$ cat src/rtl/serial_add_ctrl.sv
// Bit-serial add/subtract controller: one full adder, one result bit per clock,
// LSB first, with IDLE/RUN/DONE sequencing and registered sum/carry/overflow.

module full_adder (
  input  logic i_a,
  input  logic i_b,
  input  logic i_ci,
  output logic o_s,
  output logic o_co
);
  assign o_s  = i_a ^ i_b ^ i_ci;
  assign o_co = (i_a & i_b) | (i_ci & (i_a ^ i_b));
endmodule

module serial_add_ctrl #(
  parameter int WIDTH = 8
) (
  input  logic             clk,
  input  logic             rst,
  input  logic             start,
  input  logic             sub,
  input  logic [WIDTH-1:0] a,
  input  logic [WIDTH-1:0] b,
  input  logic             cin,
  output logic             busy,
  output logic             done,
  output logic [WIDTH-1:0] sum,
  output logic             cout,
  output logic             ovf
);

  localparam int CNT_W = (WIDTH > 1) ? $clog2(WIDTH) : 1;

  typedef enum logic [1:0] {
    IDLE = 2'd0,
    RUN  = 2'd1,
    DONE = 2'd2
  } state_t;

  state_t             r_state;
  state_t             w_state_nxt;
  logic [WIDTH-1:0]   r_op_a;
  logic [WIDTH-1:0]   r_op_b;
  logic [WIDTH-1:0]   r_res;
  logic               r_carry;
  logic [CNT_W-1:0]   r_cnt;
  logic               w_load;
  logic               w_last;
  logic               w_fa_s;
  logic               w_fa_co;

  assign w_load = start && (r_state != RUN);
  assign w_last = (r_state == RUN) && (r_cnt == CNT_W'(WIDTH - 1));

  full_adder u_fa (
    .i_a  (r_op_a[0]),
    .i_b  (r_op_b[0]),
    .i_ci (r_carry),
    .o_s  (w_fa_s),
    .o_co (w_fa_co)
  );

  // NOTE: sequential state uses non-blocking assignments so every flop samples
  // pre-edge values, independent of statement order.
  always_ff @(posedge clk or posedge rst) begin
    if (rst) r_state <= IDLE;
    else     r_state <= w_state_nxt;
  end

  // NOTE: every combinational output gets a default first, so no path through
  // the case can leave it unassigned and infer a latch.
  always_comb begin
    w_state_nxt = r_state;
    busy        = 1'b0;
    done        = 1'b0;
    unique case (r_state)
      IDLE: begin
        if (start) w_state_nxt = RUN;
      end
      RUN: begin
        busy = 1'b1;
        if (w_last) w_state_nxt = DONE;
      end
      DONE: begin
        done        = 1'b1;
        w_state_nxt = start ? RUN : IDLE;
      end
      default: w_state_nxt = IDLE;
    endcase
  end

  always_ff @(posedge clk or posedge rst) begin
    if (rst) begin
      r_op_a  <= '0;
      r_op_b  <= '0;
      r_res   <= '0;
      r_carry <= 1'b0;
      r_cnt   <= '0;
      sum     <= '0;
      cout    <= 1'b0;
      ovf     <= 1'b0;
    end else if (w_load) begin
      // Subtract is a + ~b + 1: invert B and seed the carry with 1.
      r_op_a  <= a;
      r_op_b  <= sub ? ~b : b;
      r_carry <= sub ? 1'b1 : cin;
      r_cnt   <= '0;
    end else if (r_state == RUN) begin
      r_op_a  <= r_op_a >> 1;
      r_op_b  <= r_op_b >> 1;
      r_res   <= {w_fa_s, r_res[WIDTH-1:1]};
      r_carry <= w_fa_co;
      r_cnt   <= r_cnt + CNT_W'(1);
      if (w_last) begin
        // On the MSB cycle the carry flop still holds the carry into the MSB.
        sum  <= {w_fa_s, r_res[WIDTH-1:1]};
        cout <= w_fa_co;
        ovf  <= r_carry ^ w_fa_co;
      end
    end
  end

endmodule

$ cat config.mk
export PLATFORM = sky130hd
export DESIGN_NAME = serial_add_ctrl
export DESIGN_NICKNAME = d
export VERILOG_FILES = /design/src/rtl/serial_add_ctrl.sv
export SDC_FILE = /design/constraint.sdc
export NUM_CORES = 1
export LEC_CHECK = 0
export ABC_AREA = 1
export CORE_MARGIN = 3
export CORE_UTILIZATION = 51
export DETAILED_ROUTE_END_ITERATION = 16
export PLACE_DENSITY = 0.78
export SLEW_MARGIN = 0
export SYNTH_ARGS = -nofsm -noshare
export SYNTH_HDL_FRONTEND = slang
export SYNTH_SLANG_ARGS = --single-unit
$ cat constraint.sdc
create_clock -name clk -period 1.4 [get_ports clk]
set_input_delay 0.14 -clock clk [delete_from_list [all_inputs] [get_ports clk]]
set_output_delay 0.14 -clock clk [all_outputs]
set_load 0.005 [all_outputs]
==> flow_metrics.tcl <==
set metrics [dict create \
    first_iter_violations 88 \
    holdBufCountCts 0 \
    cts_tree "yes" \
    fin_crit_ps 1340 \
    routed_wl_um 3670 \
    grt_use_total_pct 19.6 \
    root_buffer "clkbuf_4" \
    crit_type "flop to output port" \
    antenna_left 0 \
    hold_viol 0 \
    routedWlPerCell_um 12.1 \
    crit_path_end_kind "output port" \
    synth-seq-area-share_pct 54.2 \
    dieWidth_um 65.4 \
    core_um2 3200 \
    syn_area_um2 1800 \
    synthCells 214 \
    yosysMostFrequentCell "nand2_1" \
    gp_congestion 0.750 \
    viasPerCell 5.02 \
    dieArea_um2 4280 \
    antenna_found_initial 0 \
    cp_cell_sequence "clkdlybuf4s50_1" \
    synth_cell_types 20 \
    setup_viol 0 \
    rows 20 \
    place_area_um2 2220 \
    grt_max_degree 40 \
    worst-slew-pin-transition_ps 218 \
    yosys-top-cells-area "dfrtp_1 54%, nand2_1 18%, nand3_1 9.2%" \
    synth-seq-cells 39 \
    drive_gt1_share_pct 14.6 \
    synth_edf_count 0 \
    htreeDepth 2 \
    yosysTopAreaCell "dfrtp_1" \
    p_leak_nw 1.30 \
    reg2reg_slack_ps 80 \
    start_util_pct 56.2 \
    post-route-period-util_pct 95.9 \
    cp.buffers_inverters 1 \
    synth_fp_nets 238 \
    synthFlopType "dfrtp_1" \
    report.final.slew_viol_count 0 \
    final_nets 283 \
    drc 0 \
    fmax_ghz 0.745 \
    cpPeakStageDelay_ps 500 \
    place_hpwl_um 2620 \
    cts_buffer_depth 2 \
    dr.pass1.iters 4 \
    setup-tns-final_ps 0 \
    async_flop_share_pct 100 \
    critPathArrivalTime_ps 1200 \
    critPathLaunchType "flop" \
    cap_violations 0 \
    dp_slack_ps 79.9 \
    clock_latency_ps 330 \
    p_per_area_nw_per_um2 1920 \
    ir_worst_vdd_mv 1.15 \
    clkSlewWorstSetupHoldPaths_ps 120 \
    ios 33 \
    num_vias 1525 \
    slew_headroom_pct 85.4 \
    overflow 0 \
    yosysWarningCount 0 \
    grt_pass1_wl_um 6490 \
    num_antenna_cells 0 \
    synth_top_area_share_pct 54.2 \
    portBuffers 32 \
    ys_top_cells_by_count "85 x nand2_1, 39 x dfrtp_1, 33 x nand3_1, 19 x inv_1" \
    cts_inserted_buffers 5 \
    hp-class "input pin to asynchronous set/reset pin" \
    cp.required_ps 1260 \
    skew_ps 14.2 \
    critPathTopFamily "buffers and inverters" \
    syn_area_per_cell_um2 8.41 \
    grt_pass1_vias 1468 \
    hold-worst-slack_ps 139 \
    post-route-util_pct 74.7 \
    status "complete, no violations" \
    fin_area_um2 2390 \
    clock_sinks 39 \
    worstPathMaxFanout 2 \
    syn_to_final_growth_pct 32.9 \
    fin_ws_ps 57.1 \
    die_y_um 65.4 \
    cp_slowest_cell "clkdlybuf4s50_1" \
]
-- path summary, 6_finish.rpt --
kind                               start         end  cells past startpoint
max in group asynchronous            rst  r_state[0]                      3
min in group clk                    a[7]   r_op_a[7]                      3
worst min register to register  r_cnt[0]    r_cnt[0]                      1
worst max-delay path              sum[7]      sum[7]                      1
worst max register to register   r_carry         ovf                      4
worst min-delay path                 rst    r_res[4]                      3
-- metrics by stage --
stage / instances / total power (W)
finish: 304 / 0.00460
global route: 304 / 0.00497
CTS: 301 / 0.00458
detailed placement: 290 / 0.00362
global placement: 290 / 0.00353
floorplan: 214 / 0.00293
-- report_power, final --
group | switching (W) | leakage [nW] | total, W | internal [W]
combinational | 0.000954 | 0.745 | 0.00185 | 0.000897
clock | 0.000348 | 0.0525 | 0.000906 | 0.000558
sequential | 0.000254 | 0.500 | 0.00185 | 0.00159
-- metal layers --
layer / wire length, um / part of all wire [%] / vias up / GRT usage, %
met5: 0 / 0 / - / 0
met4: 19 / 0.52 / 0 / 5.96
met3: 156 / 4.3 / 2 / 4.62
met2: 1910 / 52 / 36 / 34.6
met1: 1590 / 43 / 724 / 23.5
li1: - / - / 763 / -
-- timing repair --
action,in CTS,in global routing
resized for setup,8,7
endpoints found under the setup margin,2,18
buffers inserted,3,3
endpoints found under the hold margin,0,0
pin swaps,1,0
-- cell type report --
type,instances,area [um2]
clock buffers,6,41.3
flip-flops and latches,39,976
inverters,21,78.8
multi-input cells,145,697
clock inverters,2,60.1
well taps,44,55.1
repair buffers,47,484
fillers,254,811
-- logic make-up (layout without fill, tap and decap cells) --
| kind of cell | Yosys count | in the layout | share of synthesized area (%) |
|---|---|---|---|
| adder cells (fa/ha/maj) | 3 | 3 | 2.50 |
| buffers and inverters | 30 | 76 | 7.51 |
| AO/OA/AOI/OAI | 17 | 17 | 6.46 |
| flip-flops | 39 | 39 | 54.2 |
| XOR/XNOR | 2 | 2 | 0.973 |
| AND/OR/NAND/NOR | 123 | 123 | 28.4 |
-- worst register-to-register path, cell delays in order, from the launching register on --
cell	delay [ps]
dfrtp_1	440
fa_1	500
xor2_1	160
nand2_1	80
nand2_1	50
-- registers in the layout, summed over array words and instances (netlist names) --
register and flops:
r_state 2, r_res 7, ovf 1, r_cnt 3
r_carry 1, r_op_a 8, sum 8, r_op_b 8
cout 1
-- cell usage in the layout, fill, tap and decap left out, drive strengths merged, types with 3 or more instances in the layout --
cell,n
nand2,86
dfrtp,39
nand3,33
clkdlybuf4s50,25
inv,21
buf,16
o21ai,14
clkbuf,6
dlymetal6s2s,5
nor2,3
Power figures use the tool's default switching activity.
